## src/rtl/glitch_delay_if.sv

```systemverilog
// Controller-facing bundle for the glitch delay block: delay programming,
// trigger/abort inputs, and the readback, glitch, busy and done outputs.
// Ports: master = controller/trigger side, slave = glitch_delay itself.
interface glitch_delay_if #(
    parameter int DELAY_W = 32
);
    // Controller / trigger detector -> glitch_delay
    logic [DELAY_W-1:0] delay;      // delay value to program
    logic               set_delay;  // 1-cycle strobe, latches delay
    logic               trigger;    // trigger level; rising edge is the event
    logic               abort;      // cancels any countdown or pulse

    // glitch_delay -> controller / glitch output stage
    logic [DELAY_W-1:0] delay_q;    // currently latched delay
    logic               glitch;     // registered glitch pulse
    logic               busy;       // high while counting down or pulsing
    logic               done;       // 1-cycle strobe after a completed pulse

    modport master (
        output delay,
        output set_delay,
        output trigger,
        output abort,
        input  delay_q,
        input  glitch,
        input  busy,
        input  done
    );

    modport slave (
        input  delay,
        input  set_delay,
        input  trigger,
        input  abort,
        output delay_q,
        output glitch,
        output busy,
        output done
    );
endinterface

```

## src/rtl/glitch_delay.sv

```systemverilog
// Purpose: on a trigger rising edge, wait the latched delay, emit a fixed-width glitch, then strobe done.
// Latency: glitch rises delay_q edges after the edge sampling the trigger rise, high PULSE_CYCLES cycles; done follows.
// Backpressure: none; trigger rises while busy or in DONE are dropped, abort cancels at any time.
//
// Ports:
//   clk  - system clock
//   rst  - asynchronous, active-high reset (drops glitch immediately)
//   bus  - glitch_delay_if.slave: delay/set_delay/trigger/abort in,
//          delay_q/glitch/busy/done out
module glitch_delay #(
    parameter int DELAY_W      = 32,
    parameter int PULSE_CYCLES = 4
) (
    input  logic              clk,
    input  logic              rst,
    glitch_delay_if.slave     bus
);

    // A zero-width pulse makes no sense and would underflow the pulse counter.
    if (PULSE_CYCLES < 1) begin : g_bad_pulse_cycles
        $error("glitch_delay: PULSE_CYCLES must be >= 1");
    end

    // The pulse counter only needs to hold PULSE_CYCLES-1; keep it at least
    // one bit wide so PULSE_CYCLES == 1 still elaborates.
    localparam int PCNT_W = (PULSE_CYCLES > 1) ? $clog2(PULSE_CYCLES) : 1;
    localparam logic [PCNT_W-1:0] PCNT_LAST = PCNT_W'(PULSE_CYCLES - 1);
    localparam logic [DELAY_W-1:0] ONE      = DELAY_W'(1);

    typedef enum logic [1:0] {
        S_IDLE  = 2'd0,
        S_WAIT  = 2'd1,
        S_PULSE = 2'd2,
        S_DONE  = 2'd3
    } state_t;

    state_t              state_q;
    state_t              state_d;
    logic [DELAY_W-1:0]  delay_r;
    logic [DELAY_W-1:0]  cnt_q;
    logic [DELAY_W-1:0]  cnt_d;
    logic [PCNT_W-1:0]   pcnt_q;
    logic [PCNT_W-1:0]   pcnt_d;
    logic                glitch_q;
    logic                glitch_d;
    logic                busy_q;
    logic                busy_d;
    logic                done_q;
    logic                done_d;
    logic                trigger_d;
    logic                trig_rise;

    // ------------------------------------------------------------------
    // Delay register: reprogrammable in any state. A running countdown
    // holds its own copy in cnt_q, so a new value only affects the next
    // trigger, including when set_delay and trig_rise share an edge.
    // ------------------------------------------------------------------
    always_ff @(posedge clk or posedge rst) begin
        if (rst) begin
            delay_r <= '0;
        end else if (bus.set_delay) begin
            delay_r <= bus.delay;
        end
    end

    // ------------------------------------------------------------------
    // Trigger edge detect. History is updated every cycle regardless of
    // state, so a trigger held high across a whole run never re-fires.
    // ------------------------------------------------------------------
    always_ff @(posedge clk or posedge rst) begin
        if (rst) begin
            trigger_d <= 1'b0;
        end else begin
            trigger_d <= bus.trigger;
        end
    end

    assign trig_rise = bus.trigger & ~trigger_d;

    // ------------------------------------------------------------------
    // State and datapath registers
    // ------------------------------------------------------------------
    always_ff @(posedge clk or posedge rst) begin
        if (rst) begin
            state_q  <= S_IDLE;
            cnt_q    <= '0;
            pcnt_q   <= '0;
            glitch_q <= 1'b0;
            busy_q   <= 1'b0;
            done_q   <= 1'b0;
        end else begin
            state_q  <= state_d;
            cnt_q    <= cnt_d;
            pcnt_q   <= pcnt_d;
            glitch_q <= glitch_d;
            busy_q   <= busy_d;
            done_q   <= done_d;
        end
    end

    // ------------------------------------------------------------------
    // Next-state and next-output logic
    // ------------------------------------------------------------------
    always_comb begin
        state_d  = state_q;
        cnt_d    = cnt_q;
        pcnt_d   = pcnt_q;
        glitch_d = glitch_q;
        done_d   = 1'b0;

        if (bus.abort) begin
            // Abort wins over everything on the same edge; no done strobe.
            state_d  = S_IDLE;
            glitch_d = 1'b0;
        end else begin
            unique case (state_q)
                S_IDLE: begin
                    if (trig_rise) begin
                        if (delay_r == '0) begin
                            // Zero delay: glitch starts on the trigger edge.
                            glitch_d = 1'b1;
                            pcnt_d   = PCNT_LAST;
                            state_d  = S_PULSE;
                        end else begin
                            // The trigger edge itself is the first of the
                            // delay_r cycles, so load one less.
                            cnt_d   = delay_r - ONE;
                            state_d = S_WAIT;
                        end
                    end
                end

                S_WAIT: begin
                    if (cnt_q == '0) begin
                        glitch_d = 1'b1;
                        pcnt_d   = PCNT_LAST;
                        state_d  = S_PULSE;
                    end else begin
                        cnt_d = cnt_q - ONE;
                    end
                end

                S_PULSE: begin
                    if (pcnt_q == '0) begin
                        glitch_d = 1'b0;
                        done_d   = 1'b1;
                        state_d  = S_DONE;
                    end else begin
                        pcnt_d = pcnt_q - PCNT_W'(1);
                    end
                end

                S_DONE: begin
                    state_d = S_IDLE;
                end

                default: begin
                    state_d  = S_IDLE;
                    glitch_d = 1'b0;
                end
            endcase
        end

        // busy is registered from the next state so it lines up exactly
        // with the cycles spent in WAIT or PULSE.
        busy_d = (state_d == S_WAIT) || (state_d == S_PULSE);
    end

    // ------------------------------------------------------------------
    // Outputs
    // ------------------------------------------------------------------
    assign bus.delay_q = delay_r;
    assign bus.glitch  = glitch_q;
    assign bus.busy    = busy_q;
    assign bus.done    = done_q;

`ifndef SYNTHESIS
    // glitch is only ever high while in PULSE.
    a_glitch_in_pulse: assert property (
        @(posedge clk) disable iff (rst) glitch_q |-> (state_q == S_PULSE)
    );
    // busy mirrors the WAIT/PULSE states.
    a_busy_matches_state: assert property (
        @(posedge clk) disable iff (rst)
            busy_q == ((state_q == S_WAIT) || (state_q == S_PULSE))
    );
`endif

endmodule
```

## src/flat_wrapper.sv

```systemverilog
// flat-port wrapper written by rule: the top's interface ports become plain ports
module glitch_delay_flat 
#(
    parameter int DELAY_W      = 32,
    parameter int PULSE_CYCLES = 4
)
  (clk, rst, bus_delay, bus_set_delay, bus_trigger, bus_abort, bus_delay_q, bus_glitch, bus_busy, bus_done);
  glitch_delay_if #(.DELAY_W(DELAY_W)) bus_i ();
  input  logic clk;
  input  logic rst;
  input wire logic [$bits(bus_i.delay)-1:0] bus_delay;
  input wire logic [$bits(bus_i.set_delay)-1:0] bus_set_delay;
  input wire logic [$bits(bus_i.trigger)-1:0] bus_trigger;
  input wire logic [$bits(bus_i.abort)-1:0] bus_abort;
  output wire logic [$bits(bus_i.delay_q)-1:0] bus_delay_q;
  output wire logic [$bits(bus_i.glitch)-1:0] bus_glitch;
  output wire logic [$bits(bus_i.busy)-1:0] bus_busy;
  output wire logic [$bits(bus_i.done)-1:0] bus_done;
  assign bus_i.delay = bus_delay;
  assign bus_i.set_delay = bus_set_delay;
  assign bus_i.trigger = bus_trigger;
  assign bus_i.abort = bus_abort;
  assign bus_delay_q = bus_i.delay_q;
  assign bus_glitch = bus_i.glitch;
  assign bus_busy = bus_i.busy;
  assign bus_done = bus_i.done;
  glitch_delay #(.DELAY_W(DELAY_W), .PULSE_CYCLES(PULSE_CYCLES)) u_core (.clk(clk), .rst(rst), .bus(bus_i));
endmodule
```

## config.mk

```make
export PLATFORM = sky130hd
export DESIGN_NAME = glitch_delay_flat
export DESIGN_NICKNAME = d
export VERILOG_FILES = /design/src/rtl/glitch_delay_if.sv /design/src/rtl/glitch_delay.sv /design/src/flat_wrapper.sv
export SDC_FILE = /design/constraint.sdc
export NUM_CORES = 1
export LEC_CHECK = 0
export CAP_MARGIN = 30
export CORE_MARGIN = 10
export CORE_UTILIZATION = 56
export CTS_CLUSTER_SIZE = 14
export DETAILED_ROUTE_END_ITERATION = 10
export PLACE_DENSITY = 0.82
export SLEW_MARGIN = 20
export SYNTH_ARGS = -nofsm -noshare
export SYNTH_HDL_FRONTEND = slang
export SYNTH_SLANG_ARGS = --single-unit
```

## constraint.sdc

```tcl
create_clock -name clk -period 4.5 [get_ports clk]
set_clock_uncertainty 0.15 [all_clocks]
set_input_delay 0.675 -clock clk [delete_from_list [all_inputs] [get_ports clk]]
set_output_delay 0.675 -clock clk [all_outputs]
set_load 0.05 [all_outputs]
```

==> qor.txt <==
routed vias - 4,881
P per Cell Area - 433 nW/um^2
GRT overflow - 0
vias in the first global route - 4,755
multi-input logic area - 3090 sq um
Min Hold Slack - 346 ps
Leak - 2.29 nW
initial antenna violation count - 0
sw frac - 41.5%
minimum clock period - 3690 ps
Final ANT Viol Nets - 0
RSZ-0062 raised after global routing - false
Clock transition at path regs - 80 ps
Die Y - 115 microns
CP arrival - 3790 ps
status - complete, no violations
TritonCTS Sinks - 72
Async SR Flop Fraction - 100%
most common cell after layout, fill and taps aside - dfrtp_1
Post-CTS Setup Bufs - 0
Hold-fix buffers, CTS - 0
P&R area growth vs syn - 19.9%
post-DR wirelength/cell - 20.3 microns
Fillers - 688
Hold Path Origin - u_core.pcnt_q[0]
CTS tree - yes
Post-CTS Resized - 0
Internal Power - 0.00155 W
fmax - 0.271 GHz
setup violators final - 0
Initial Utilization - 58.0%
Die Area - 13,300 sq um
post-synthesis instance area - 5100 sq um
Core Region - 8810 sq um
GRT Max-Usage Layer - met2
Synth Instances - 552
global-route met3 utilization - 5.22%
port buffer count - 71
first-pass GRT wire length - 24.0 mm
Seq pwr share - 43.2%
DRC Markers - 0
CTS Buffer Depth - 2
RR Startpoint - u_core.state_q[1]
floorplan row count - 34
worst relative slew slack - 46.8%
total wire length - 14.7 mm
DPL Wire Length - 10.5 mm
switching power - 0.00110 W
critical path class - reg2reg
Yosys warnings - 0
vias per inst - 6.73
TritonCTS Buffers - 9
largest net degree at the start of global routing - 73
register area - 1800 sq um
routability congestion estimate - 0.948
syn nets - 596
setup total negative slack - 0 ps
crit path launch type - flip-flop
Clock power frac - 21.9%
CP startpoint - u_core.state_q[1]
max-cap violations - 0
synthesized area per cell - 9.25 sq um
final worst-path cycle share - 82.0%
Root Buffer - clkbuf_8
Unique masters post-synth - 79
die width - 115 microns
DR pass1 iterations - 5
Hold WC Path Type - reg2reg
VDD IR max - 244 uV
Slew @ Worst Pin - 799 ps
crit end category - flip-flop
Final Hold Vio Count - 0
CP max FO - 47
met1 usage - 27.6%
most frequent cells in the layout - dfrtp_1, clkdlybuf4s50_1, nor2_1
ANT cells - 0
total track usage - 22.1%
IO Pins - 72
Detailed Route Iter0 Violations - 393
routing usage on met2 - 36.0%
Post-synth EDFFs - 0
# nets final - 656
count of pins over their slew limit - 0
H-tree levels - 3
WP data required - 4610 ps
Worst-Skew Late Latency - 360 ps
combinational power share - 34.9%
ratio of cells with drive above 1 in the final layout - 15.9%
sequential-to-total area share from yosys stat - 35.3%
flops & latches, synth - 72
Top FF cell, synth - dfrtp_1
## state kept, by name (all words and copies together), names as in the netlist
name and cells:
u_core.pcnt_q 2, u_core.bus.busy 1, u_core.cnt_q 32, u_core.bus.done 1, u_core.bus.glitch 1, u_core.bus.delay_q 32
u_core.state_q 2, u_core.trigger_d 1
## synthesized netlist by cell type (3+ instances only)
cell	count	area (sq um)
o31ai_1	6	45.0
nor4b_1	4	35.0
inv_1	10	37.5
a22oi_1	4	30.0
or4_1	6	45.0
o22a_1	3	26.3
nand2_1	25	93.8
buf_2	8	40.0
or3_1	5	31.3
and4_1	7	61.3
nor4_1	25	156
a211o_1	3	26.3
mux2i_1	15	150
o211a_1	3	30.0
o221ai_1	5	43.8
mux2_2	36	405
nor3_1	40	200
clkbuf_1	14	52.6
xor2_1	3	26.3
nand4_1	13	81.3
nor3_2	5	50.1
nor4b_2	5	75.1
o211ai_1	4	30.0
a21boi_0	4	30.0
o22ai_1	5	31.3
nor2_1	64	240
or2_2	6	37.5
a21oi_1	18	90.1
buf_6	5	56.3
nor3b_1	10	75.1
o21ai_0	16	80.1
nor2b_1	12	75.1
buf_4	3	22.5
ha_1	7	87.6
buf_1	5	18.8
a211oi_1	9	67.6
a31oi_1	6	37.5
nand3_1	5	25.0
dfrtp_1	72	1800
nand2b_1	4	25.0
nor4_2	4	50.1
## cell type report
cell class / instances / area share, %
multi-input cells: 435 / 50.5
clock buffers: 11 / 2.31
clock inverters: 5 / 1.31
inverters: 10 / 0.613
flip-flops and latches: 72 / 29.4
repair buffers: 84 / 13.7
well taps: 108 / 2.21
## power groups by stage
stage	Clock, W	Sequential [W]	Combinational (W)
3_5_place_dp	0	0.00114	0.000912
2_1_floorplan	0	0.00113	0.000625
4_1_cts	0.000587	0.00113	0.000916
3_3_place_gp	0	0.00113	0.000874
6_report	0.000581	0.00114	0.000924
5_1_grt	0.000619	0.00117	0.00101
## path summary, 6_finish.rpt
| check | endpoint | slack (ps) | cells past startpoint |
|---|---|---|---|
| worst min register to register | u_core.pcnt_q[0] | 350 | 1 |
| max in group asynchronous | u_core.cnt_q[3] | 3120 | 4 |
| min in group asynchronous | u_core.bus.delay_q[10] | 520 | 3 |
| worst max register to register | u_core.cnt_q[31] | 810 | 9 |
| worst min-delay path | u_core.pcnt_q[0] | 350 | 1 |
| worst max-delay path | u_core.cnt_q[31] | 810 | 9 |
## stage by stage
| stage | total power (W) | util (%) | setup WS, ps | instances | instance area [sq um] |
|---|---|---|---|---|---|
| after floorplan | 0.00175 | - | 590 | 552 | 5100 |
| after global placement | 0.00200 | 66.3 | 1080 | 705 | 5840 |
| after detailed placement | 0.00205 | 66.6 | 926 | 707 | 5860 |
| after CTS | 0.00263 | 69.1 | 899 | 723 | 6080 |
| after global routing | 0.00280 | 69.5 | 519 | 725 | 6120 |
| final | 0.00265 | 69.5 | 812 | 725 | 6120 |
## cell families after synthesis
logic type / after synthesis / share of synthesized area (%)
flops: 72 / 35.3
mux: 53 / 11.3
buf+inv: 45 / 4.46
fa+ha+maj: 7 / 1.72
simple gates: 254 / 29.2
compound gates: 117 / 17.4
xor+xnor: 4 / 0.686
## worst max-delay path, cell delays in order, from the launching register on
cell	delay (ps)
dfrtp_1	430
inv_1	150
ha_4	430
buf_4	500
nor4b_2	440
a22o_1	230
and4_1	570
nand3_1	220
nor3b_1	200
nor4_1	260
## layer usage
metal | part of all wire [%] | up-vias
li1 | - | 2251
met1 | 40 | 2314
met2 | 47 | 269
met3 | 10 | 47
met4 | 2.7 | 0
met5 | 0 | -
No activity file was read; power rests on OpenSTA's default activity.
